`config.mk`:
```
export PLATFORM = sky130hd
export DESIGN_NAME = fft_framer
export DESIGN_NICKNAME = d
export VERILOG_FILES = /design/src/rtl/fft_framer_pkg.sv /design/src/rtl/fft_framer_fifo.sv /design/src/rtl/fft_framer.sv
export SDC_FILE = /design/constraint.sdc
export NUM_CORES = 1
export LEC_CHECK = 0
export BUFFER_PORTS_ARGS = -buffer_cell sky130_fd_sc_hd__buf_2
export CAP_MARGIN = 25
export CORE_MARGIN = 2
export CORE_UTILIZATION = 40
export DETAILED_ROUTE_END_ITERATION = 12
export HOLD_SLACK_MARGIN = 0.02
export SETUP_SLACK_MARGIN = 0.3
export SLEW_MARGIN = 20
export SYNTH_ARGS = -nofsm -noshare
export SYNTH_HDL_FRONTEND = slang
export SYNTH_SLANG_ARGS = --single-unit
```
`constraint.sdc`:
```
create_clock -name clk -period 7.5 [get_ports clk]
set_input_delay 0 -clock clk [delete_from_list [all_inputs] [get_ports clk]]
set_output_delay 0 -clock clk [all_outputs]
set_load 0.02 [all_outputs]
```
`src/rtl/fft_framer_pkg.sv`:
```
// Shared spectrum-path constants.
// The window and FFT stages import the same sample width and frame length,
// so all three stages agree on the frame geometry. Also holds the
// decimation-ratio normalisation used by the framer.
package fft_framer_pkg;

  localparam int SAMPLE_W          = 16;   // ADC sample width, signed
  localparam int FRAME_LEN_DEFAULT = 1024; // samples per FFT frame
  localparam int DEC_W             = 8;    // decimation ratio field width
  localparam int DROP_W            = 16;   // dropped-sample counter width

  // Ratios 0 and 1 both mean "keep every sample".
  function automatic logic [DEC_W-1:0] eff_ratio(input logic [DEC_W-1:0] ratio);
    return (ratio < DEC_W'(2)) ? DEC_W'(1) : ratio;
  endfunction

endpackage

```
`src/rtl/fft_framer_fifo.sv`:
```
// Synchronous show-ahead FIFO with a registered output stage.
// Total capacity is DEPTH entries: DEPTH-1 in the memory array plus the
// output register, which doubles as the registered memory read.
// Ports:
//   clk, reset_n     clock, asynchronous active-low reset
//   i_wr, i_wr_data  write strobe and data (ignored while o_full)
//   o_full           no room for a write this cycle (already accounts for
//                    a read in the same cycle, so a full FIFO being read
//                    still accepts the write)
//   i_rd             consume the head entry (downstream ready)
//   o_valid          head entry present (FIFO not empty)
//   o_rd_data        head entry
module fft_framer_fifo #(
  parameter int WIDTH = 18,
  parameter int DEPTH = 64
) (
  input  logic             clk,
  input  logic             reset_n,
  input  logic             i_wr,
  input  logic [WIDTH-1:0] i_wr_data,
  output logic             o_full,
  input  logic             i_rd,
  output logic             o_valid,
  output logic [WIDTH-1:0] o_rd_data
);

  localparam int MEM_DEPTH = DEPTH - 1;
  localparam int AW        = $clog2(DEPTH);

  logic [WIDTH-1:0] r_mem [MEM_DEPTH];
  logic [AW-1:0]    r_wr_ptr;
  logic [AW-1:0]    r_rd_ptr;
  logic [AW-1:0]    r_count;
  logic             r_out_valid;
  logic [WIDTH-1:0] r_out_data;

  logic w_mem_empty;
  logic w_mem_full;
  logic w_load;
  logic w_wr;

  // Memory depth is not a power of two, so pointers wrap explicitly.
  function automatic logic [AW-1:0] next_ptr(input logic [AW-1:0] ptr);
    return (ptr == AW'(MEM_DEPTH - 1)) ? '0 : ptr + 1'b1;
  endfunction

  assign w_mem_empty = (r_count == '0);
  assign w_mem_full  = (r_count == AW'(MEM_DEPTH));
  // Refill the output register whenever it is empty or being consumed.
  assign w_load      = !w_mem_empty && (!r_out_valid || i_rd);
  assign o_full      = w_mem_full && !w_load;
  assign w_wr        = i_wr && !o_full;

  always_ff @(posedge clk) begin
    if (w_wr) begin
      r_mem[r_wr_ptr] <= i_wr_data;
    end
  end

  always_ff @(posedge clk or negedge reset_n) begin
    if (!reset_n) begin
      r_wr_ptr    <= '0;
      r_rd_ptr    <= '0;
      r_count     <= '0;
      r_out_valid <= 1'b0;
      r_out_data  <= '0;
    end else begin
      if (w_wr) begin
        r_wr_ptr <= next_ptr(r_wr_ptr);
      end
      if (w_load) begin
        r_rd_ptr <= next_ptr(r_rd_ptr);
      end
      r_count <= r_count + AW'(w_wr) - AW'(w_load);
      if (w_load) begin
        r_out_data  <= r_mem[r_rd_ptr];
        r_out_valid <= 1'b1;
      end else if (i_rd) begin
        r_out_valid <= 1'b0;
      end
    end
  end

  assign o_valid   = r_out_valid;
  assign o_rd_data = r_out_data;

endmodule

```
`src/rtl/fft_framer.sv`:
```
// Spectrum-path framer: decimates a free-running ADC stream, cuts it into
// FRAME_LEN-sample frames marked with tlast and buffers them for a
// stallable AXI-Stream output. When the FIFO is full a kept sample is
// dropped without advancing the frame index, so frames are always exactly
// FRAME_LEN long; the loss is flagged on the frame's tlast beat (tuser) and
// counted in drop_cnt.
// Ports:
//   clk, reset_n         clock, asynchronous active-low reset
//   enable               start/stop framing (stop completes the frame)
//   dec_ratio            keep 1 of every dec_ratio valid samples
//   adc_data, adc_valid  input sample stream, no backpressure
//   tdata_m, tvalid_m, tlast_m, tuser_m, tready_m   AXI-Stream master
//   busy                 framer not idle
//   drop_cnt             dropped samples since the last start, saturating
module fft_framer
  import fft_framer_pkg::*;
#(
  parameter int DW         = SAMPLE_W,
  parameter int FRAME_LEN  = FRAME_LEN_DEFAULT,
  parameter int FIFO_DEPTH = 64
) (
  input  logic              clk,
  input  logic              reset_n,
  input  logic              enable,
  input  logic [DEC_W-1:0]  dec_ratio,
  input  logic [DW-1:0]     adc_data,
  input  logic              adc_valid,
  output logic [DW-1:0]     tdata_m,
  output logic              tvalid_m,
  output logic              tlast_m,
  output logic              tuser_m,
  input  logic              tready_m,
  output logic              busy,
  output logic [DROP_W-1:0] drop_cnt
);

  localparam int IW = $clog2(FRAME_LEN);

  typedef enum logic [1:0] {ST_IDLE, ST_RUN, ST_DRAIN} state_t;

  state_t            r_state;
  state_t            w_state_next;

  logic [DW-1:0]     r_in_data;
  logic              r_in_valid;
  logic [DEC_W-1:0]  r_ratio;
  logic [DEC_W-1:0]  r_dec_cnt;
  logic [IW-1:0]     r_idx;
  logic              r_err;
  logic [DROP_W-1:0] r_drop_cnt;

  logic              w_start;
  logic              w_proc;
  logic              w_keep;
  logic              w_full;
  logic              w_wr;
  logic              w_drop;
  logic              w_last;
  logic              w_frame_start_wr;
  logic [DEC_W-1:0]  w_ratio;
  logic              w_wr_user;
  logic [DW+1:0]     w_wr_data;
  logic [DW+1:0]     w_rd_data;

  assign w_start          = (r_state == ST_IDLE) && enable;
  assign w_proc           = r_in_valid && (r_state != ST_IDLE);
  assign w_keep           = w_proc && (r_dec_cnt == '0);
  assign w_wr             = w_keep && !w_full;
  assign w_drop           = w_keep && w_full;
  assign w_last           = (r_idx == IW'(FRAME_LEN - 1));
  assign w_frame_start_wr = w_wr && (r_idx == '0);
  // The first write of a frame picks up the current dec_ratio, and the
  // counter step taken on that same pulse already uses it.
  assign w_ratio          = w_frame_start_wr ? eff_ratio(dec_ratio) : r_ratio;
  assign w_wr_user        = w_last && r_err;
  assign w_wr_data        = {w_wr_user, w_last, r_in_data};

  always_ff @(posedge clk or negedge reset_n) begin
    if (!reset_n) begin
      r_state <= ST_IDLE;
    end else begin
      r_state <= w_state_next;
    end
  end

  always_comb begin
    w_state_next = r_state;
    case (r_state)
      ST_IDLE: begin
        if (enable) begin
          w_state_next = ST_RUN;
        end
      end
      ST_RUN: begin
        if (!enable) begin
          // Stopping on a frame boundary with nothing in flight skips DRAIN.
          if ((w_wr && w_last) || ((r_idx == '0) && !w_keep)) begin
            w_state_next = ST_IDLE;
          end else begin
            w_state_next = ST_DRAIN;
          end
        end
      end
      ST_DRAIN: begin
        if (w_wr && w_last) begin
          w_state_next = ST_IDLE;
        end
      end
      default: w_state_next = ST_IDLE;
    endcase
  end

  always_ff @(posedge clk or negedge reset_n) begin
    if (!reset_n) begin
      r_in_data  <= '0;
      r_in_valid <= 1'b0;
      r_ratio    <= DEC_W'(1);
      r_dec_cnt  <= '0;
      r_idx      <= '0;
      r_err      <= 1'b0;
      r_drop_cnt <= '0;
    end else begin
      r_in_data  <= adc_data;
      r_in_valid <= adc_valid;
      if (w_start) begin
        r_ratio    <= eff_ratio(dec_ratio);
        r_dec_cnt  <= '0;
        r_idx      <= '0;
        r_err      <= 1'b0;
        r_drop_cnt <= '0;
      end else begin
        // Every valid pulse advances the decimator, kept or dropped.
        if (w_proc) begin
          r_dec_cnt <= (r_dec_cnt == w_ratio - DEC_W'(1)) ? '0 : r_dec_cnt + DEC_W'(1);
        end
        if (w_frame_start_wr) begin
          r_ratio <= w_ratio;
        end
        if (w_wr) begin
          r_idx <= w_last ? '0 : r_idx + 1'b1;
          if (w_last) begin
            r_err <= 1'b0;
          end
        end
        if (w_drop) begin
          r_err <= 1'b1;
          if (r_drop_cnt != '1) begin
            r_drop_cnt <= r_drop_cnt + DROP_W'(1);
          end
        end
      end
    end
  end

  fft_framer_fifo #(
    .WIDTH (DW + 2),
    .DEPTH (FIFO_DEPTH)
  ) u_fifo (
    .clk       (clk),
    .reset_n   (reset_n),
    .i_wr      (w_wr),
    .i_wr_data (w_wr_data),
    .o_full    (w_full),
    .i_rd      (tready_m),
    .o_valid   (tvalid_m),
    .o_rd_data (w_rd_data)
  );

  assign tdata_m  = w_rd_data[DW-1:0];
  assign tlast_m  = w_rd_data[DW];
  assign tuser_m  = w_rd_data[DW+1];
  assign busy     = (r_state != ST_IDLE);
  assign drop_cnt = r_drop_cnt;

endmodule

```
==> impl_metrics.toml <==
[clock_tree]
max-clock-path-buffers = 3
cts_root_buf = "clkbuf_16"
clk_pin_slew_ns = 0.06
post_cts.repair.setup_buffers = 0
clock_sinks = 1233
clkLatencyLatePin_ns = 0.72
cts_tree = "built"
htreeDepth = 4
numCtsBuffers = 133
cts_resized = 0

[grt]
antenna_found_initial = 6
grt_max_degree = 144
gr-total-overflow = 0
grt_pass1_wl_mm = 166.6
grt_use_total = 0.1878
grt_pass1_vias = 24039

[run_status]
status = "complete, no violations"

[die]
die_width_um = 351.2
io_pins = 65
rows = 127
coreArea_um2 = 119800
die_area_um2 = 123300
dieHeight_um = 351.2
initial_utilization = 0.4024

[hold_path]
min_to = "r_ratio[2]$_DFFE_PN0P_"
min_path_cells = 4
hp-start = "dec_ratio[2]"
hold_class = "input pin to flop"

[drt]
vias_per_cell = 5.563
first_iter_violations = 3000
drtPass1Iterations = 6
ant_nets = 0
dr_total_vias = 23302
drc = 0
routedWlPerCell_um = 27.24
routed_wirelength_mm = 114.1

[final_layout]
final_cell_mix = "1134 x edfxtp_1, 352 x mux4_2, 139 x clkbuf_16"
drive_above_1_share = 0.3046
nets = 2533
fin_cells = 4189
final_common_cell = "edfxtp_1"
n_antenna_cell = 0
syn_to_final_growth_pct = 15.90

[synth]
synthFlopType = "edfxtp_1"
synth_fp_nets = 2314
yosysWarnings = 0
ys_ff_latch = 1233
synth_cell_type_count = 60
ys_seq_area_frac = 0.7578
synth_cells = 2264
ys_async_sr_fraction = 0.08029
synth-edff-count = 1134
avgSynthCellArea_um2 = 21.29
syn_area_um2 = 48210

[critical_path]
crit_fanout = 17
r2r_setup_slack_ns = 3.46
worst_setup_path_start_kind = "flop"
slowest_stage = "nor2_2"
cp_cell_sequence = "inv_1 > ha_1 > nor4b_4 > and3_4 > nand2_1 > clkinv_1 > nand3_1 > nor2_2 > buf_4"
worstRegToRegCells = 9
r2r_start = "r_dec_cnt[0]$_DFFE_PN0P_"
critPathKind = "flop to flop"
critical_path.max_stage_delay_ns = 0.73
crit_arrival_ns = 4.44
end_kind = "flop"
cp.required_ns = 7.90
r2r-end = "u_fifo.r_mem[25][7]$_DFFE_PP_"

[pwr]
total_power_mw = 18.88
p_per_area_nw_per_um2 = 337.8
p_leak_nw = 17.94
ir_drop_mv = 0.4353

[timing]
finalCritPeriodShare = 0.5389
setup_viol = 0
fin_crit_ns = 4.042
fin_worst_skew_ns = 0.02022
timing.slew.headroom = 0.3398
whs_ns = 0.1315
rsz0062_at_grt = "false"
timing.fmax_mhz = 247.4
fin_tns_setup_ns = 0
worstMarginPinSlew_ns = 0.9903
slew_violations = 0
hold_viol_final = 0

[placement]
gp_congestion = 0.8122
dp_cells = 3909
dp_hpwl_mm = 66.32
numPortBuffers = 64

[job]
cap_violations = 0
==> worst max-delay path: cells and delay by family (launching register included) <==
| kind | cells | cell delay [ns] |
|---|---|---|
| buffers and inverters | 3 | 0.87 |
| AND/OR/NAND/NOR | 5 | 2.23 |
| adder cells (fa/ha/maj) | 1 | 0.17 |
| flip-flops | 1 | 0.46 |
==> state kept, by name (all words and copies together) (netlist names), 8 cells and up <==
register / flops
r_idx: 10
r_dec_cnt: 8
r_ratio: 8
r_in_data: 16
u_fifo.r_mem: 1134
u_fifo.o_rd_data: 18
drop_cnt: 16
==> synthesized netlist by cell type (all sizes together), types with 17 or more instances <==
library cell     n  share of area
nor2           110         0.0086
ha              20         0.0052
buf             45         0.0043
nand3           26         0.0030
mux2i           25         0.0052
a21oi           25         0.0026
nand2          121         0.0094
clkbuf          70         0.0055
edfxtp        1134           0.71
o21ai           42         0.0044
dfrtp           98          0.051
xor2            19         0.0035
xnor2           17         0.0031
mux4           352           0.16
inv             26         0.0020
==> report_power, final <==
group / switching (mW) / internal [mW]
Sequential: 0.388 / 7.70
Clock: 2.53 / 3.81
Combinational: 2.40 / 2.05
Total: 5.32 / 13.6
==> worst max-delay path by stage <==
stage / slack (ns) / endpoint / startpoint / cells past startpoint
2_1_floorplan: 4.01 / u_fifo.r_mem[0][17]$_DFFE_PP_ / r_idx[3]$_DFFE_PN0P_ / 6
3_3_place_gp: 3.01 / u_fifo.r_mem[31][0]$_DFFE_PP_ / r_dec_cnt[0]$_DFFE_PN0P_ / 8
3_5_place_dp: 3.33 / u_fifo.r_mem[53][8]$_DFFE_PP_ / r_dec_cnt[0]$_DFFE_PN0P_ / 8
4_1_cts: 3.31 / u_fifo.r_mem[53][4]$_DFFE_PP_ / r_dec_cnt[0]$_DFFE_PN0P_ / 8
5_1_grt: 3.23 / u_fifo.r_mem[21][15]$_DFFE_PP_ / r_dec_cnt[0]$_DFFE_PN0P_ / 9
6_report: 3.46 / u_fifo.r_mem[25][7]$_DFFE_PP_ / r_dec_cnt[0]$_DFFE_PN0P_ / 9
==> layout make-up <==
type,count,area [um2]
clock inverters,60,609.3
inverters,27,101.3
flip-flops and latches,1233,36570
multi-input cells,889,11300
fillers,9815,63940
clock buffers,169,3591
well taps,1612,2017
repair buffers,199,1683
==> metrics by stage <==
stage / util / area [um2] / setup slack, ns
after floorplan: - / 48210 / 4.011
after CTS: 0.4658 / 55810 / 3.311
after global placement: 0.4246 / 50870 / 3.005
after global routing: 0.4663 / 55870 / 3.230
after detailed placement: 0.4268 / 51130 / 3.328
final: 0.4663 / 55870 / 3.458
==> routing by layer <==
metal	share of wire	global-route usage	wire, um
met1	0.43	0.2718	49190
met3	0.064	0.02924	7352
met4	0.019	0.04753	2125
met2	0.49	0.2998	55430
met5	0.00011	0	13
==> kinds of logic after synthesis <==
group           share of synthesized area
fa+ha+maj                        0.005606
flops                              0.7578
mux                                0.1715
compound gates                    0.01511
buf+inv                           0.01184
simple gates                      0.03161
xor+xnor                         0.006540
==> timing repair <==
action / 4_1_cts / 5_1_grt
endpoints found under the setup margin: 0 / 0
hold buffers: 47 / 0
endpoints found under the hold margin: 102 / 0
Note: power is estimated with default switching activity, not from simulation.
